## src/rtl/sram_arbiter_pkg.sv

```systemverilog
// Shared owner encodings, latency constant and response tag type for the SRAM arbiter.
`ifndef RAM_ADDR_BITS
`define RAM_ADDR_BITS 10
`endif
`ifndef RAM_OWN_I
`define RAM_OWN_I 1'b0
`endif
`ifndef RAM_OWN_D
`define RAM_OWN_D 1'b1
`endif
`ifndef RAM_RD_LATENCY
`define RAM_RD_LATENCY 2
`endif

package sram_arbiter_pkg;

  typedef enum logic {
    OWN_I = `RAM_OWN_I,
    OWN_D = `RAM_OWN_D
  } owner_e;

  localparam int RD_LATENCY = `RAM_RD_LATENCY;

  // Travels alongside each SRAM command; valid only for reads, which need a response.
  typedef struct packed {
    logic   valid;
    owner_e owner;
  } tag_t;

endpackage

```

## src/rtl/sram_rr_arb.sv

```systemverilog
// Two-way grant logic for the fetch and data ports: round-robin or data-first on conflict.
module sram_rr_arb
  import sram_arbiter_pkg::*;
#(
  parameter bit FIXED_PRIO = 1'b0
) (
  input  logic clk,
  input  logic rst_n,
  input  logic i_req,
  input  logic d_req,
  output logic i_gnt,
  output logic d_gnt
);

  owner_e last_owner;
  logic   conflict;

  // Grants are masked while reset is held so nothing can be accepted into a flushing pipeline.
  always_comb begin
    i_gnt    = 1'b0;
    d_gnt    = 1'b0;
    conflict = i_req & d_req;
    if (rst_n) begin
      if (conflict) begin
        if (FIXED_PRIO || last_owner == OWN_I) d_gnt = 1'b1;
        else                                   i_gnt = 1'b1;
      end else begin
        i_gnt = i_req;
        d_gnt = d_req;
      end
    end
  end

  // Only contested cycles move the fairness pointer; uncontested grants leave it alone.
  always_ff @(posedge clk or negedge rst_n) begin
    if (!rst_n) begin
      last_owner <= OWN_I;
    end else if (conflict) begin
      last_owner <= d_gnt ? OWN_D : OWN_I;
    end
  end

endmodule

```

## src/rtl/sram_arbiter.sv

```systemverilog
// Shares one byte-enabled single-port SRAM between instruction fetch and load/store.
// Commands are registered one cycle after grant; read data returns two cycles after grant.
module sram_arbiter
  import sram_arbiter_pkg::*;
#(
  parameter bit FIXED_PRIO = 1'b0
) (
  input  logic                      clk,
  input  logic                      rst_n,
  input  logic                      i_req,
  input  logic [`RAM_ADDR_BITS-1:0] i_addr,
  output logic                      i_gnt,
  output logic                      i_rvalid,
  output logic [31:0]               i_rdata,
  input  logic                      d_req,
  input  logic                      d_we,
  input  logic [`RAM_ADDR_BITS-1:0] d_addr,
  input  logic [3:0]                d_byteen,
  input  logic [31:0]               d_wdata,
  output logic                      d_gnt,
  output logic                      d_rvalid,
  output logic [31:0]               d_rdata,
  output logic [`RAM_ADDR_BITS-1:0] ram_addr,
  output logic [3:0]                ram_byteen,
  output logic [31:0]               ram_data,
  output logic                      ram_rden,
  output logic                      ram_wren,
  input  logic [31:0]               ram_q
);

  tag_t tag_cmd;
  tag_t tag_rsp;

  sram_rr_arb #(
    .FIXED_PRIO (FIXED_PRIO)
  ) u_arb (
    .clk   (clk),
    .rst_n (rst_n),
    .i_req (i_req),
    .d_req (d_req),
    .i_gnt (i_gnt),
    .d_gnt (d_gnt)
  );

  // Handshake: a request is accepted in the cycle its req and gnt are both high; the
  // requester holds req and its payload stable until then. Responses have no backpressure.
  always_ff @(posedge clk or negedge rst_n) begin
    if (!rst_n) begin
      ram_addr   <= '0;
      ram_byteen <= '0;
      ram_data   <= '0;
      ram_rden   <= 1'b0;
      ram_wren   <= 1'b0;
      tag_cmd    <= '0;
      tag_rsp    <= '0;
    end else begin
      ram_rden <= 1'b0;
      ram_wren <= 1'b0;
      tag_cmd  <= '{valid: 1'b0, owner: OWN_I};
      if (d_gnt) begin
        ram_addr   <= d_addr;
        ram_byteen <= d_byteen;
        ram_data   <= d_wdata;
        ram_rden   <= ~d_we;
        ram_wren   <= d_we;
        tag_cmd    <= '{valid: ~d_we, owner: OWN_D};
      end else if (i_gnt) begin
        ram_addr   <= i_addr;
        ram_byteen <= 4'hF;
        ram_data   <= '0;
        ram_rden   <= 1'b1;
        tag_cmd    <= '{valid: 1'b1, owner: OWN_I};
      end
      // Second stage lines up with the SRAM's registered q output.
      tag_rsp <= tag_cmd;
    end
  end

  assign i_rvalid = tag_rsp.valid && (tag_rsp.owner == OWN_I);
  assign d_rvalid = tag_rsp.valid && (tag_rsp.owner == OWN_D);
  assign i_rdata  = ram_q;
  assign d_rdata  = ram_q;

endmodule

```

## config.mk

```make
export PLATFORM = sky130hd
export DESIGN_NAME = sram_arbiter
export DESIGN_NICKNAME = d
export VERILOG_FILES = /design/src/rtl/sram_arbiter_pkg.sv /design/src/rtl/sram_rr_arb.sv /design/src/rtl/sram_arbiter.sv
export SDC_FILE = /design/constraint.sdc
export NUM_CORES = 1
export LEC_CHECK = 0
export CORE_MARGIN = 2
export CORE_UTILIZATION = 34
export DETAILED_ROUTE_END_ITERATION = 12
export HOLD_SLACK_MARGIN = 0.03
export MAX_ROUTING_LAYER = met4
export PLACE_DENSITY = 0.91
export SLEW_MARGIN = 20
export SYNTH_ARGS = -nofsm -noshare
export SYNTH_HDL_FRONTEND = slang
export SYNTH_SLANG_ARGS = --single-unit
```

## constraint.sdc

```tcl
create_clock -name clk -period 2.8 [get_ports clk]
set_clock_uncertainty 0.2 [all_clocks]
set_input_delay 0.56 -clock clk [delete_from_list [all_inputs] [get_ports clk]]
set_output_delay 0.56 -clock clk [all_outputs]
set_load 0.05 [all_outputs]
```

Yosys cells after proc, flatten, opt, wreduce, memory -nomap -nowiden
Cells that the tools add are included.
{ "totals": {"reg_bits": 53, "mem_bits_rw": 0, "rom_bits": 0, "output_inout_bits": 116, "memories": 0, "latchBits": 0, "elab_cells": 34, "input_bits": 93} }
{ "classes": {"multipliers": 0, "addsub": 0, "bitwise": 3, "n_eq_ne": 0, "div": 0, "n_lt_le_gt_ge": 0, "reduce_logical": 3, "muxes": 18, "shift": 0} }
{ "op_table": {"columns": ["op", "count"], "rows": [
  ["32-bit 2-to-1 mux", 2],
  ["10-bit 2-to-1 mux", 2],
  ["1-bit 2-to-1 mux", 10],
  ["4-bit 2-to-1 mux", 2],
  ["2-bit 2-to-1 mux", 2],
  ["1-bit logical AND", 2],
  ["1-bit inverter", 2],
  ["2-bit nonzero test", 1],
  ["1-bit bitwise AND", 1]
]} }

Depth between registers and ports, before layout
{ "logic_depth": {"depth_word": 5, "mapped_depth": 5, "ltp_nobuf": 4} }

Hierarchy
A second synthesis with hierarchy kept.
{ "hier_totals": {"hier_cells": 215, "hier_area_um2": 2489.9} }
{ "modules_own_cells": {"columns": ["mod", "n_inst", "seq_area_each_um2", "area_each_um2", "cells_per_inst"], "rows": [
  ["sram_arbiter", 1, 1276.2, 2423.6, 206],
  ["sram_rr_arb", 1, 25.0, 66.3, 9]
]} }

Worst setup path after synthesis
Ideal clock, no wire load.
{ "synth_timing": {"path_kind": "input to output", "startpoint": "in d_req", "endpoint": "out d_gnt", "n_path_buf": 1, "stages": 4, "t_required_ns": 2.040, "path_slack_ns": 0.898, "t_arrival_ns": 1.142, "path_cell_list": "nand2_1 a21o_4 inv_4 buf_4"} }
{ "synth_between": {"elab_chain_len": 3} }
{ "synth_lines": {"columns": ["element", "line_no", "rtl"], "rows": [
  ["start: declaration", "sram_arbiter.sv:15", "input logic d_req,"],
  ["1-bit bitwise AND", "sram_rr_arb.sv:22", "conflict = i_req & d_req;"],
  ["1-bit 2-to-1 mux *", "sram_rr_arb.sv:24", "if (conflict) begin"],
  ["1-bit 2-to-1 mux *", "sram_rr_arb.sv:23", "if (rst_n) begin"],
  ["end: declaration", "sram_arbiter.sv:20", "output logic d_gnt,"]
]} }
Mark *: on every way between the ends. The rest lies on a longest branch, timed or not.

Worst setup path after layout
Ends and elaborated chain as after synthesis.

==> qor.txt <==
commonest cells after routing, fill and taps aside - clkdlybuf4s50_1 (109), dfrtp_1 (52), a22o_1 (32)
total of max-cap violations - 0
Distinct cells, synth - 17
vias after detailed routing - 1635
Area growth syn-to-layout - 36.1%
fmax - 411 MHz
root buf cell - clkbuf_8
aggregate global routing overflow - 0
crit end category - output pin
CTS-repair resized insts - 0
core area - 0.00683 mm2
FF+latch count, synth - 52
HPWL after DPL - 4130 um
largest area contributor in the netlist - dfrtp_1
1st-pass router iterations - 4
Pleak - 0.00141 uW
RSZ-0062 raised after global routing - no
status - complete, no violations
Final Cycle Share - 0.868
dpl cells - 339
Detail Route Antenna Nets - 0
die span in x - 88.2 um
commonest non-fill, non-tap cell in the layout - clkdlybuf4s50_1
vias in the first global route - 1704
syn_nets - 289
number of cell rows - 30
Post-CTS Setup Bufs - 0
CTS Buf Count - 5
Mapped Cells - 196
num ports - 209
gp weighted congestion - 0.715
synthesized area - 0.00241 mm2
Final Hold Fails - 0
H-tree Lvls - 2
startpoint types - primary input
initial DRC count - 71
Via density - 4.71
CP Data Required Time - 2.04 ns
Die Ht - 88.2 um
type of the worst setup path - primary input to output pin
post-synthesis sequential area ratio - 0.539
worst vdd rail ir drop - 243 uV
Yosys top cell area share - 0.539
drt wl/cell - 15.7 um
Synth area leaders - dfrtp_1 (54%), buf_4 (21%), a22o_1 (12%), a221o_1 (4.1%), and2_1 (3.1%)
Initial Util - 0.353
layout cells sized above 1 - 0.0837
Max-slew headroom - 0.648
largest net degree at the start of global routing - 30
post-cts hold buffer count - 0
syn_area_per_cell - 12.3 um2
Routed WL - 5430 um
Final TNS setup - 0 ns
n_diodes - 0
final slew viol count - 0
Worst Hold Class - primary input to async pin
total track usage - 0.143
initial antenna violation count - 0
# DRC - 0
PwrDens - 627 mW/mm2
TritonCTS Sinks - 52
Skew-Pair Late Insertion Delay - 0.29 ns
CTS clk-pin slew, worst paths - 0.09 ns
fin crit period - 2.43 ns
Slew @ Worst Pin - 0.527 ns
die area - 0.00778 mm2
nets - 343
Yosys warning total - 0
Non-Filler Instances - 347
Design Power - 2060 uW
crit path max fanout - 5
clock tree from TritonCTS - yes
Bufs on Longest Clock Path - 2
first-pass GRT wire length - 8190 um
PortBufs - 112
WP data arrival - 1.67 ns
final setup fails - 0
-- logic make-up after synthesis --
kind of cell | count (synthesis) | synth area share
flip-flops | 52 | 0.539
AO/OA/AOI/OAI | 52 | 0.193
buffers and inverters | 75 | 0.228
AND/OR/NAND/NOR | 17 | 0.0399
-- layer usage --
layer	vias up	share of wire	wire, um	global-route usage
li1	731	-	-	-
met1	780	0.40	2160	0.167
met2	102	0.49	2670	0.230
met3	22	0.089	482	0.0448
met4	0	0.023	124	0.0592
met5	-	0	0	-
-- registers in the layout (all words and copies together), names as in the netlist --
signal,flops
tag_cmd,1
ram_wren,1
ram_data,32
ram_byteen,4
tag_rsp,2
ram_rden,1
ram_addr,10
u_arb.last_owner,1
-- per-stage QoR --
step	hold slack, ns	utilization	instance area (um2)	worst slack (ns)
after floorplan	0.0644	-	2410	0.898
after global placement	0.132	0.467	3190	0.394
after detailed placement	0.135	0.467	3190	0.327
after CTS	0.106	0.481	3280	0.374
after global routing	0.112	0.481	3280	0.302
final	0.109	0.481	3280	0.370
-- power by group --
| group | internal [uW] | total [uW] | switching [uW] |
|---|---|---|---|
| Combinational | 299 | 741 | 442 |
| Clock | 201 | 430 | 228 |
| Sequential | 838 | 888 | 50.3 |
| Total | 1340 | 2060 | 720 |
-- layout make-up --
class / count / area [um2]
clock buffers: 7 / 86.3
clock inverters: 1 / 7.51
fillers: 605 / 3550
inverters: 2 / 10.0
multi-input cells: 69 / 562
flip-flops and latches: 52 / 1300
well taps: 96 / 120
repair buffers: 120 / 1200
-- critical path: stages --
cell and delay, ns:
clkdlybuf4s50_1 0.56, nand2_1 0.11, a21o_4 0.22, inv_4 0.08
buf_12 0.13
-- Yosys cell counts (all sizes together) --
cell type / n
a21o: 1
nor2b: 1
a21oi: 2
a221o: 10
dfrtp: 52
o2bb2ai: 1
o22a: 4
and2: 12
buf: 73
inv: 2
o21a: 1
a22o: 32
o21ai: 1
nand2: 4
-- worst paths after layout --
| check | start | to | slack, ns | depth (start not counted) |
|---|---|---|---|---|
| max | d_req | d_gnt | 0.37 | 5 |
| min | rst_n | ram_data[28] | 0.11 | 2 |
| max reg2reg | u_arb.last_owner | ram_addr[4] | 1.28 | 4 |
| min reg2reg | tag_cmd[0] | tag_rsp[0] | 0.15 | 0 |
| max in group asynchronous | rst_n | ram_data[11] | 1.99 | 2 |
| min in group clk | tag_cmd[0] | tag_rsp[0] | 0.15 | 0 |
No activity file was read; power rests on OpenSTA's default activity.
